**src/rtl/fetch_unit.sv**
```systemverilog
// fetch_unit: instruction-fetch stage. Owns the PC, issues word fetches over a
// req/ack handshake that tolerates wait states, buffers up to two instructions
// in a skid FIFO, and flushes on branch/jump redirects.
// Optional feature: define FETCH_PERF_EN to add perf_fetched/perf_stall counters.
module fetch_unit #(
    parameter int unsigned               ADDRESS_WIDTH = 32,
    parameter int unsigned               DATA_WIDTH    = 32,
    parameter logic [ADDRESS_WIDTH-1:0]  RESET_PC      = '0
) (
    input  logic                     clk,
    input  logic                     rst,
    output logic                     imem_req,
    output logic [ADDRESS_WIDTH-1:0] imem_addr,
    input  logic                     imem_ack,
    input  logic [DATA_WIDTH-1:0]    imem_rdata,
    input  logic                     redirect,
    input  logic [ADDRESS_WIDTH-1:0] redirect_pc,
    output logic                     id_valid,
    input  logic                     id_ready,
    output logic [DATA_WIDTH-1:0]    id_instr,
    output logic [ADDRESS_WIDTH-1:0] id_pc,
    output logic [ADDRESS_WIDTH-1:0] id_pc_plus4
`ifdef FETCH_PERF_EN
    ,
    output logic [31:0]              perf_fetched,
    output logic [31:0]              perf_stall
`endif
);

    typedef enum logic [1:0] {
        IDLE,
        RUN,
        FLUSH
    } state_t;

    state_t                    state;
    state_t                    state_next;

    logic [ADDRESS_WIDTH-1:0]  pc;
    logic [ADDRESS_WIDTH-1:0]  req_addr;
    logic [1:0]                count;

    // FIFO slot 0 is always the head; slot 1 is only meaningful when count == 2
    logic [DATA_WIDTH-1:0]     fifo_instr0;
    logic [DATA_WIDTH-1:0]     fifo_instr1;
    logic [ADDRESS_WIDTH-1:0]  fifo_pc0;
    logic [ADDRESS_WIDTH-1:0]  fifo_pc1;

    logic                      push;
    logic                      pop;
    logic [ADDRESS_WIDTH-1:0]  target;

    assign target      = redirect_pc & ~ADDRESS_WIDTH'(3);
    assign push        = (state == RUN) && imem_req && imem_ack && !redirect;
    assign pop         = id_valid && id_ready;

    assign imem_addr   = req_addr;
    assign id_valid    = (count != 2'd0);
    assign id_instr    = fifo_instr0;
    assign id_pc       = fifo_pc0;
    assign id_pc_plus4 = fifo_pc0 + ADDRESS_WIDTH'(4);

    // State register
    always_ff @(posedge clk or negedge rst) begin
        if (!rst) begin
            state <= IDLE;
        end else begin
            state <= state_next;
        end
    end

    // Next-state and request decode; imem_req depends on registers only
    always_comb begin
        state_next = state;
        imem_req   = 1'b0;
        unique case (state)
            IDLE: begin
                state_next = RUN;
            end
            RUN: begin
                imem_req = (count < 2'd2);
                if (redirect && imem_req && !imem_ack) begin
                    state_next = FLUSH;
                end
            end
            FLUSH: begin
                imem_req = 1'b1;
                // A redirect landing on the flush ack also ends the flush: the
                // stale request is complete, so the new target is fetched next.
                if (imem_ack) begin
                    state_next = RUN;
                end
            end
            default: begin
                state_next = IDLE;
            end
        endcase
    end

    // PC, request address and skid FIFO
    always_ff @(posedge clk or negedge rst) begin
        if (!rst) begin
            pc          <= RESET_PC;
            req_addr    <= RESET_PC;
            count       <= '0;
            fifo_instr0 <= '0;
            fifo_instr1 <= '0;
            fifo_pc0    <= '0;
            fifo_pc1    <= '0;
        end else if (redirect) begin
            pc    <= target;
            count <= '0;
            // An unacked request keeps its address until the flush ack
            if (!imem_req || imem_ack) begin
                req_addr <= target;
            end
        end else begin
            if (state == FLUSH && imem_ack) begin
                req_addr <= pc;
            end
            if (push) begin
                pc       <= pc + ADDRESS_WIDTH'(4);
                req_addr <= req_addr + ADDRESS_WIDTH'(4);
            end
            unique case ({push, pop})
                2'b10: begin
                    if (count == 2'd0) begin
                        fifo_instr0 <= imem_rdata;
                        fifo_pc0    <= req_addr;
                    end else begin
                        fifo_instr1 <= imem_rdata;
                        fifo_pc1    <= req_addr;
                    end
                    count <= count + 2'd1;
                end
                2'b01: begin
                    fifo_instr0 <= fifo_instr1;
                    fifo_pc0    <= fifo_pc1;
                    count       <= count - 2'd1;
                end
                2'b11: begin
                    if (count == 2'd1) begin
                        fifo_instr0 <= imem_rdata;
                        fifo_pc0    <= req_addr;
                    end else begin
                        fifo_instr0 <= fifo_instr1;
                        fifo_pc0    <= fifo_pc1;
                        fifo_instr1 <= imem_rdata;
                        fifo_pc1    <= req_addr;
                    end
                end
                default: begin
                end
            endcase
        end
    end

`ifdef FETCH_PERF_EN
    // Decode handshake and decode-stall counters, wrapping at 2^32
    always_ff @(posedge clk or negedge rst) begin
        if (!rst) begin
            perf_fetched <= '0;
            perf_stall   <= '0;
        end else begin
            if (id_valid && id_ready) begin
                perf_fetched <= perf_fetched + 32'd1;
            end
            if (id_valid && !id_ready) begin
                perf_stall <= perf_stall + 32'd1;
            end
        end
    end
`endif

endmodule

```
**config.mk**
```make
export PLATFORM = sky130hd
export DESIGN_NAME = fetch_unit
export DESIGN_NICKNAME = d
export VERILOG_FILES = /design/src/rtl/fetch_unit.sv
export SDC_FILE = /design/constraint.sdc
export NUM_CORES = 1
export LEC_CHECK = 0
export BUFFER_PORTS_ARGS = -buffer_cell sky130_fd_sc_hd__buf_2
export CORE_ASPECT_RATIO = 1.75
export CORE_MARGIN = 8
export CORE_UTILIZATION = 45
export DETAILED_ROUTE_END_ITERATION = 16
export PLACE_DENSITY = 0.7
export SLEW_MARGIN = 20
export SYNTH_ARGS = -nofsm -noshare
export SYNTH_HDL_FRONTEND = slang
export SYNTH_SLANG_ARGS = --single-unit
export TNS_END_PERCENT = 50
```
**constraint.sdc**
```tcl
create_clock -name clk -period 3.1 [get_ports clk]
set_input_delay 0.62 -clock clk [delete_from_list [all_inputs] [get_ports clk]]
set_output_delay 0.62 -clock clk [all_outputs]
set_load 0.01 [all_outputs]
```
# Yosys cells after proc, flatten, opt, wreduce, memory -nomap -nowiden
# Index checks and enable logic that the tools add are counted.
[totals]
out_inout_bits = 130
inputBits = 69
reg_bits = 196
word_cells = 74
[classes]
mux = 24
n_eq_ne = 12
n_addsub = 5
reduce_logical = 23
bitwise = 1
magnitude_cmp = 1
[ops]
columns = ["cell", "n"]
rows = [
  ["$mux 32", 14],
  ["$pmux 32 s3", 2],
  ["$pmux 32 s2", 2],
  ["$add 32x3->32 const B", 3],
  ["$reduce_bool 3->1", 3],
  ["$ne 2x2->1 const B", 4],
  ["$logic_and 1x1->1", 7],
  ["$eq 2x1->1 const B", 3],
  ["$eq 2x2->1 const B", 3],
  ["$mux 2", 3],
  ["$pmux 2 s3", 1],
  ["$reduce_bool 2->1", 3],
  ["$logic_not 2->1", 2],
  ["$ne 2x1->1 const B", 2],
  ["$pmux 2 s2", 1],
  ["$reduce_and 2->1", 2],
  ["$reduce_and 4->1", 1],
  ["$logic_not 1->1", 3],
  ["$reduce_and 3->1", 1],
  ["$add 2x1->2 const B", 1],
  ["$lt 2x2->1 const B", 1],
  ["$pmux 1 s2", 1],
  ["$sub 2x1->2 const B", 1],
  ["$logic_or 1x1->1", 1],
  ["$not 1->1", 1],
]

# Logic depth before layout (Yosys ltp)
# Gate-level depths: netlist of the first run.
[depth]
ltp_word = 8
ltp_mapped = 9
ltp_nobuf = 7

# Worst setup path before layout of the first run
# Ideal clock, no wire load.
[synth_path]
kind = "reg2out"
from = "register fifo_pc0[2], in the netlist id_pc[2]"
to = "output port id_pc_plus4[28]"
setup_slack_ps = 697
path_stages_with_launch = 7
arrival_time_ps = 1783
cell_sequence = "dfrtp_1 > ha_1 > and4_1 > nor3b_2 > nand3_1 > nor3_1 > xor2_1"
[synth_via]
elab_chain_len = 1
[synth_lines]
columns = ["item", "line", "source"]
rows = [
  ["from (decl)", "46", "logic [ADDRESS_WIDTH-1:0] fifo_pc0;"],
  ["from (signal assigned)", "129", "fifo_pc0 <= req_addr;"],
  ["from (signal assigned)", "138", "fifo_pc0 <= fifo_pc1;"],
  ["from (signal assigned)", "144", "fifo_pc0 <= req_addr;"],
  ["$add 32x3->32", "61", "assign id_pc_plus4 = fifo_pc0 + ADDRESS_WIDTH'(4);"],
  ["to (decl)", "22", "output logic [ADDRESS_WIDTH-1:0] id_pc_plus4"],
]
# No other way between the ends.

# Final worst setup path of the first run
# Same ends and word-level chain as after synthesis.

==> results of run 1 <==
==> worst max-delay path by stage <==
stage / from / to / slack [ns] / cells past startpoint
after floorplan: id_pc[2]$_DFFE_PN0P_ / id_pc_plus4[28] / 0.70 / 6
after global placement: id_pc[2]$_DFFE_PN0P_ / id_pc_plus4[28] / 0.52 / 8
after detailed placement: id_pc[2]$_DFFE_PN0P_ / id_pc_plus4[26] / 0.49 / 8
after CTS: id_pc[2]$_DFFE_PN0P_ / id_pc_plus4[26] / 0.08 / 8
after global routing: id_pc[2]$_DFFE_PN0P_ / id_pc_plus4[26] / -0.01 / 8
final: id_pc[2]$_DFFE_PN0P_ / id_pc_plus4[28] / 0.15 / 8
==> synth_stat cells, types with 8 or more instances <==
master and n:
dfrtp_1 191, nor2_1 93, a21oi_1 88, mux2i_1 66, mux2_2 58, nand2_1 55
o21ai_0 51, nand3_1 41, xnor2_1 36, clkbuf_1 29, xor2_1 26, nand4_1 23
and3_1 19, inv_1 17, a31oi_1 15, and2_1 13, buf_2 10, buf_4 10
ha_1 10, mux2_1 10, nor3_1 10, o31a_1 8
==> layout make-up <==
type	instances	share of cell area, %
Clock inverter	12	1.34
Sequential cell	191	39.8
Multi-Input combinational cell	706	40.6
Timing Repair Buffer	226	11.0
Antenna cell	1	0.0209
Tap cell	296	3.09
Inverter	17	0.532
Clock buffer	20	3.64
==> power by group through the flow <==
stage	clock network [mW]	logic, mW	registers, mW
floorplan	0	2.75	4.58
CTS	2.29	4.71	4.52
global placement	0	4.59	4.51
detailed placement	0	4.69	4.56
finish	2.23	4.65	4.52
global route	2.38	5.14	4.70
==> state kept, by name, indices dropped and copies added, names as in the netlist <==
name,count
imem_addr,31
id_instr,32
fifo_instr1,32
fifo_pc1,31
pc,30
id_pc,31
state,2
count,2
==> worst max-delay path: cells and delay by family, from the launching register on <==
| kind | cells | cell delay (ns) |
|---|---|---|
| adder cells (fa/ha/maj) | 1 | 0.23 |
| buffers and inverters | 2 | 0.32 |
| AND/OR/NAND/NOR | 4 | 0.79 |
| flip-flops | 1 | 0.41 |
| XOR/XNOR | 1 | 0.16 |
==> metal layers <==
layer  vias up  part of all wire (%)  track usage [%]
met5         -                     0                0
met4         0                   2.7             7.41
met2       233                    50             33.0
li1       3878                     -                -
met1      3917                    41             22.8
met3        41                   5.7             4.23
==> through the flow <==
step                      utilization [%]  area, um^2  cells  power, mW  worst slack (ns)
after global routing                 54.6       12000   1469       12.2           -0.0102
after floorplan                         -       10000    975       7.33             0.697
final                                54.6       12000   1469       11.4             0.150
after detailed placement             51.8       11400   1435       9.25             0.486
after global placement               51.8       11400   1435       9.10             0.517
after CTS                            54.5       12000   1467       11.5            0.0797
==> logic make-up (layout without fill, tap and decap cells) <==
| kind of cell | count (synthesis) | count (layout) | share of synthesized area, % |
|---|---|---|---|
| AOI/OAI and AO/OA | 211 | 211 | 12.8 |
| other | 0 | 1 | 0 |
| xor gates and xnor gates | 62 | 62 | 5.43 |
| buffers and inverters | 78 | 275 | 3.88 |
| adders and majority gates | 10 | 10 | 1.25 |
| and+or+nand+nor | 289 | 289 | 14.5 |
| muxes | 134 | 134 | 14.3 |
| DFF | 191 | 191 | 47.8 |
==> timing repair <==
action | in CTS | in global routing
gates resized for setup | 1 | 0
buffers inserted | 0 | 1
setup endpoints to repair | 1 | 3
==> reports/metrics.yaml, run 1 <==
combPwrFrac_pct: 40.8
crit_type: "register to output pin"
die_y_um: 213
drtAntennaViolNets: 0
drt_iter0_drc: 429
cts_max_level: 4
p_leak_nw: 5.28
hold_ws_ns: 0.202
dp_hpwl_mm: 19.5
ys.flop_type: "dfrtp_1"
clock_path_buffers: 2
avgRoutedWirePerCell_um: 17.7
gp_congestion: 0.930
core_mm2: 0.0220
syn_nets: 1054
ys_warn_count: 0
ctsHoldBuffers: 0
startpoint_type: "register"
synthCells: 975
netlist.area_leader.share_pct: 47.8
antenna_found_initial: 1
synth_edf_count: 0
drc: 0
clock_skew_ns: 0.00993
yosys_register_bits: 191
most-common-layout-cells: "buf_2 (195), dfrtp_1 (191), nor2_1 (93)"
max-cap-violations: 0
grt_pass1_vias: 7954
vias: 8069
die_area_mm2: 0.0274
switching_share_pct: 39.9
clk_latency_ns: 0.43
track_usage_pct: 19.2
worst_ep_required_time_ns: 2.48
final_common_cell: "buf_2"
setup_tns_ns: 0
avgSynthCellArea_um2: 10.3
clk_pin_slew_ns: 0.07
synth_top_cells_by_area: "dfrtp_1 (48%), mux2i_1 (6.6%), mux2_2 (6.5%)"
fin_nets: 1238
ir_drop_mv: 0.321
reg2reg_slack_ns: 0.53
regArea_mm2: 0.00478
fmax_mhz: 339
status: "complete, no violations"
initial_utilization_pct: 45.5
slew_viol_final: 0
crit_arrival_ns: 2.33
switchingPower_mw: 4.55
end_kind: "output pin"
yosysTopAreaCell: "dfrtp_1"
grt_max_degree: 70
cts_buffers: 17
r2r-start: "state[0]$_DFFE_PN0P_"
drive_gt1_share_pct: 28.1
synthToLayoutAreaGrowth_pct: 20.0
synthesis.area_mm2: 0.0100
drt_pass1_iterations: 4
critical_path.max_fanout: 6
power_frac_seq_pct: 39.6
path_cells: "ha_1 -> and4_1 -> nor3b_2 -> buf_4 -> nand3_2 -> nor3_1 -> xor2_1 -> buf_2"
async_flop_share_pct: 100
overflow: 0
fin_crit_sh_pct: 95.2
fill_cells: 1980
grt_pass1_wl_mm: 41.9
cts_root_buf: "clkbuf_16"
final-hold-violation-count: 0
r2r-end: "fifo_instr1[29]$_DFFE_PN0P_"
cts_sinks: 191
max_stage_delay_ns: 0.41
setup_viol: 0
hold_path.class: "primary input to async pin"
clockPowerShare_pct: 19.6
rsz0062_at_grt: "yes"
die-width_um: 129
via_per_inst: 5.49
reg2regPathDepth: 7
rows: 72
power_density_mw_per_mm2: 950
synth_cell_types: 68
drt-total-wl_mm: 26.1
fin_crit_ns: 2.95
cts_tree: "done"
yosysSeqAreaShare_pct: 47.8
io_buffers: 196
worstMarginPinSlew_ns: 0.804
worst_slew_margin_rel_pct: 46.0
ios: 199
internal-power_mw: 6.85
multi_input_area_mm2: 0.00487
cp_slowest_cell: "dfrtp_1"
Note: power is estimated with default switching activity, not from simulation.
==> inputs of run 2 (changes only) <==
Settings changed: REMOVE_ABC_BUFFERS set to 1.
==> run 2 against run 1 <==
  * Routed wire length up 1.3%
  * Global-route usage increased by 0.60 points
  * Power down 1.2%
  * Critical path depth unchanged
  * Critical endpoint unchanged
==> reports/metrics.yaml, run 2 (synthesis results as in run 1) <==
status: "complete, no violations"
setup_ws_ns: 0.151  # +0.00172 ns
dp_hpwl_mm: 18.8  # -3.3%
cts_root_buf: "clkbuf_16"
worst_slew_margin_rel_pct: 59.3  # +13 points
final_common_cell: "buf_2"
io_buffers: 196  # unchanged
crit_arrival_ns: 2.33  # about the same
cts_buffers: 17  # unchanged
drtAntennaViolNets: 0  # unchanged
core_mm2: 0.0220  # unchanged
fin_nets: 1233  # -0.40%
hold_path.class: "primary input to async pin"
worst_ep_required_time_ns: 2.48  # about the same
reg2reg_slack_ns: 0.62  # +0.09 ns
fin_crit_ns: 2.95  # -0.00172 ns
drt-total-wl_mm: 26.4  # +1.3%
grt_pass1_vias: 8234  # +3.5%
final-hold-violation-count: 0  # unchanged
critical_path.max_fanout: 6  # unchanged
drc: 0  # unchanged
p_leak_nw: 5.25  # -0.54%
regArea_mm2: 0.00478  # about the same
track_usage_pct: 19.8  # +0.60 points
crit_type: "register to output pin"
grt_pass1_wl_mm: 43.0  # +2.6%
max-cap-violations: 0  # unchanged
ios: 199  # unchanged
pre_cts_slack_ns: 0.391  # -0.0950 ns
drt_iter0_drc: 446  # +4.0%
power_density_mw_per_mm2: 943  # -0.70%
die_area_mm2: 0.0274  # unchanged
cts_sinks: 191  # unchanged
overflow: 0  # unchanged
avgRoutedWirePerCell_um: 18.0  # +1.7%
multi_input_area_mm2: 0.00491  # +0.80%
synthToLayoutAreaGrowth_pct: 19.4
startpoint_type: "register"
grt_max_degree: 81  # +16%
max_stage_delay_ns: 0.40  # about the same
r2r-start: "state[0]$_DFFE_PN0P_"
antenna_found_initial: 0  # -1
cts_tree: "done"
die-width_um: 129  # unchanged
fmax_mhz: 339  # about the same
power_mw: 11.3  # -1.2%
cts_max_level: 4  # unchanged
slew_viol_final: 0  # unchanged
most-common-layout-cells: "buf_2 (195), dfrtp_1 (190), nor2_1 (93)"
via_per_inst: 5.49  # about the same
worstMarginPinSlew_ns: 0.609  # -0.195 ns
r2r-end: "imem_addr[24]$_DFFE_PN0P_"
setup_tns_ns: 0  # unchanged
clk_latency_ns: 0.44  # about the same
rows: 72  # unchanged
gp_congestion: 0.844  # -9.3%
rsz0062_at_grt: "no"
clk_pin_slew_ns: 0.07  # about the same
path_cells: "ha_2 -> and4_4 -> nor3b_4 -> buf_6 -> nand3_4 -> nor3_4 -> xor2_1 -> buf_2"
setup_viol: 0  # unchanged
dp_cells: 1428  # -0.49%
reg2regPathDepth: 8  # +1
cp_slowest_cell: "dfrtp_1"
clock_path_buffers: 2  # unchanged
drive_gt1_share_pct: 28.3  # +0.21 points
stdcell_count: 1463  # -0.41%
initial_utilization_pct: 45.5  # unchanged
fill_cells: 2018  # +1.9%
clock_skew_ns: 0.00901  # -0.000923 ns
die_y_um: 213  # unchanged
n_antenna_cell: 0  # -1
vias: 8033  # -0.45%
fin_crit_sh_pct: 95.1  # about the same
drt_pass1_iterations: 5  # +1
end_kind: "output pin"
ir_drop_mv: 0.413  # +29%
## run 2: cell types whose count changed in the layout (fill, tap and decap cells not counted), moves of 2 or more
cell	change
clkinvlp_4	+2
clkinv_2	+2
bufinv_16	-2
buf_12	-2
clkbuf_1	-2
buf_4	-4
## run 2: repair_timing
action | 4_1_cts | 5_1_grt
setup buffers | 0 | 3
setup endpoints to repair | 2 | 8
gates cloned | 0 | 0
hold buffers | 0 | 0
resized for setup | 2 | 8
pin swaps | 0 | 2
## run 2: how the worst max path moves through the flow
stage / startpoint / endpoint / slack [ns] / cells past startpoint
floorplan: state[0]$_DFFE_PN0P_ / id_instr[0]$_DFFE_PN0P_ / -3.50 / 7
global placement: id_pc[2]$_DFFE_PN0P_ / id_pc_plus4[28] / 0.42 / 8
detailed placement: id_pc[2]$_DFFE_PN0P_ / id_pc_plus4[28] / 0.39 / 8
CTS: id_pc[2]$_DFFE_PN0P_ / id_pc_plus4[28] / 0.02 / 8
global route: id_pc[3]$_DFFE_PN0P_ / id_pc_plus4[28] / 0.004 / 8
finish: id_pc[3]$_DFFE_PN0P_ / id_pc_plus4[28] / 0.15 / 8
## run 2: layer usage
metal | up-vias | part of all wire (%) | track usage, % | wire length (um)
li1 | 3863 | - | - | -
met1 | 3931 | 39 | 21.8 | 10300
met2 | 197 | 53 | 35.3 | 14000
met3 | 42 | 4.8 | 3.90 | 1270
met4 | 0 | 3.0 | 10.2 | 788
met5 | - | 0 | 0 | 0
## run 2: report_power, final
group | internal [mW] | switching [mW]
Combinational | 2.07 | 2.54
Sequential | 3.47 | 1.05
Clock | 1.13 | 0.992
## run 2: metrics by stage
stage / hold slack, ns / util, % / instance area, um^2
4_1_cts: 0.163 / 54.0 / 11900
3_5_place_dp: 0.475 / 51.4 / 11300
6_report: 0.147 / 54.3 / 11900
5_1_grt: 0.174 / 54.3 / 11900
3_3_place_gp: 0.466 / 51.4 / 11300
2_1_floorplan: 0.324 / - / 9670
## run 2: area by class of cell
type                    instances  area share, %
clock buffers                  19           3.71
repair buffers                221           10.5
clock inverters                13          0.975
multi-input cells             706           41.1
well taps                     296           3.10
inverters                      17          0.535
flip-flops and latches        191           40.1
## run 2: critical path: cells and delay by family, from the launching register on
family                     cells  cell delay (ns)
adders and majority gates      1             0.23
and+or+nand+nor                4             0.77
DFF                            1             0.40
xor gates and xnor gates       1             0.15
buffers and inverters          2             0.32
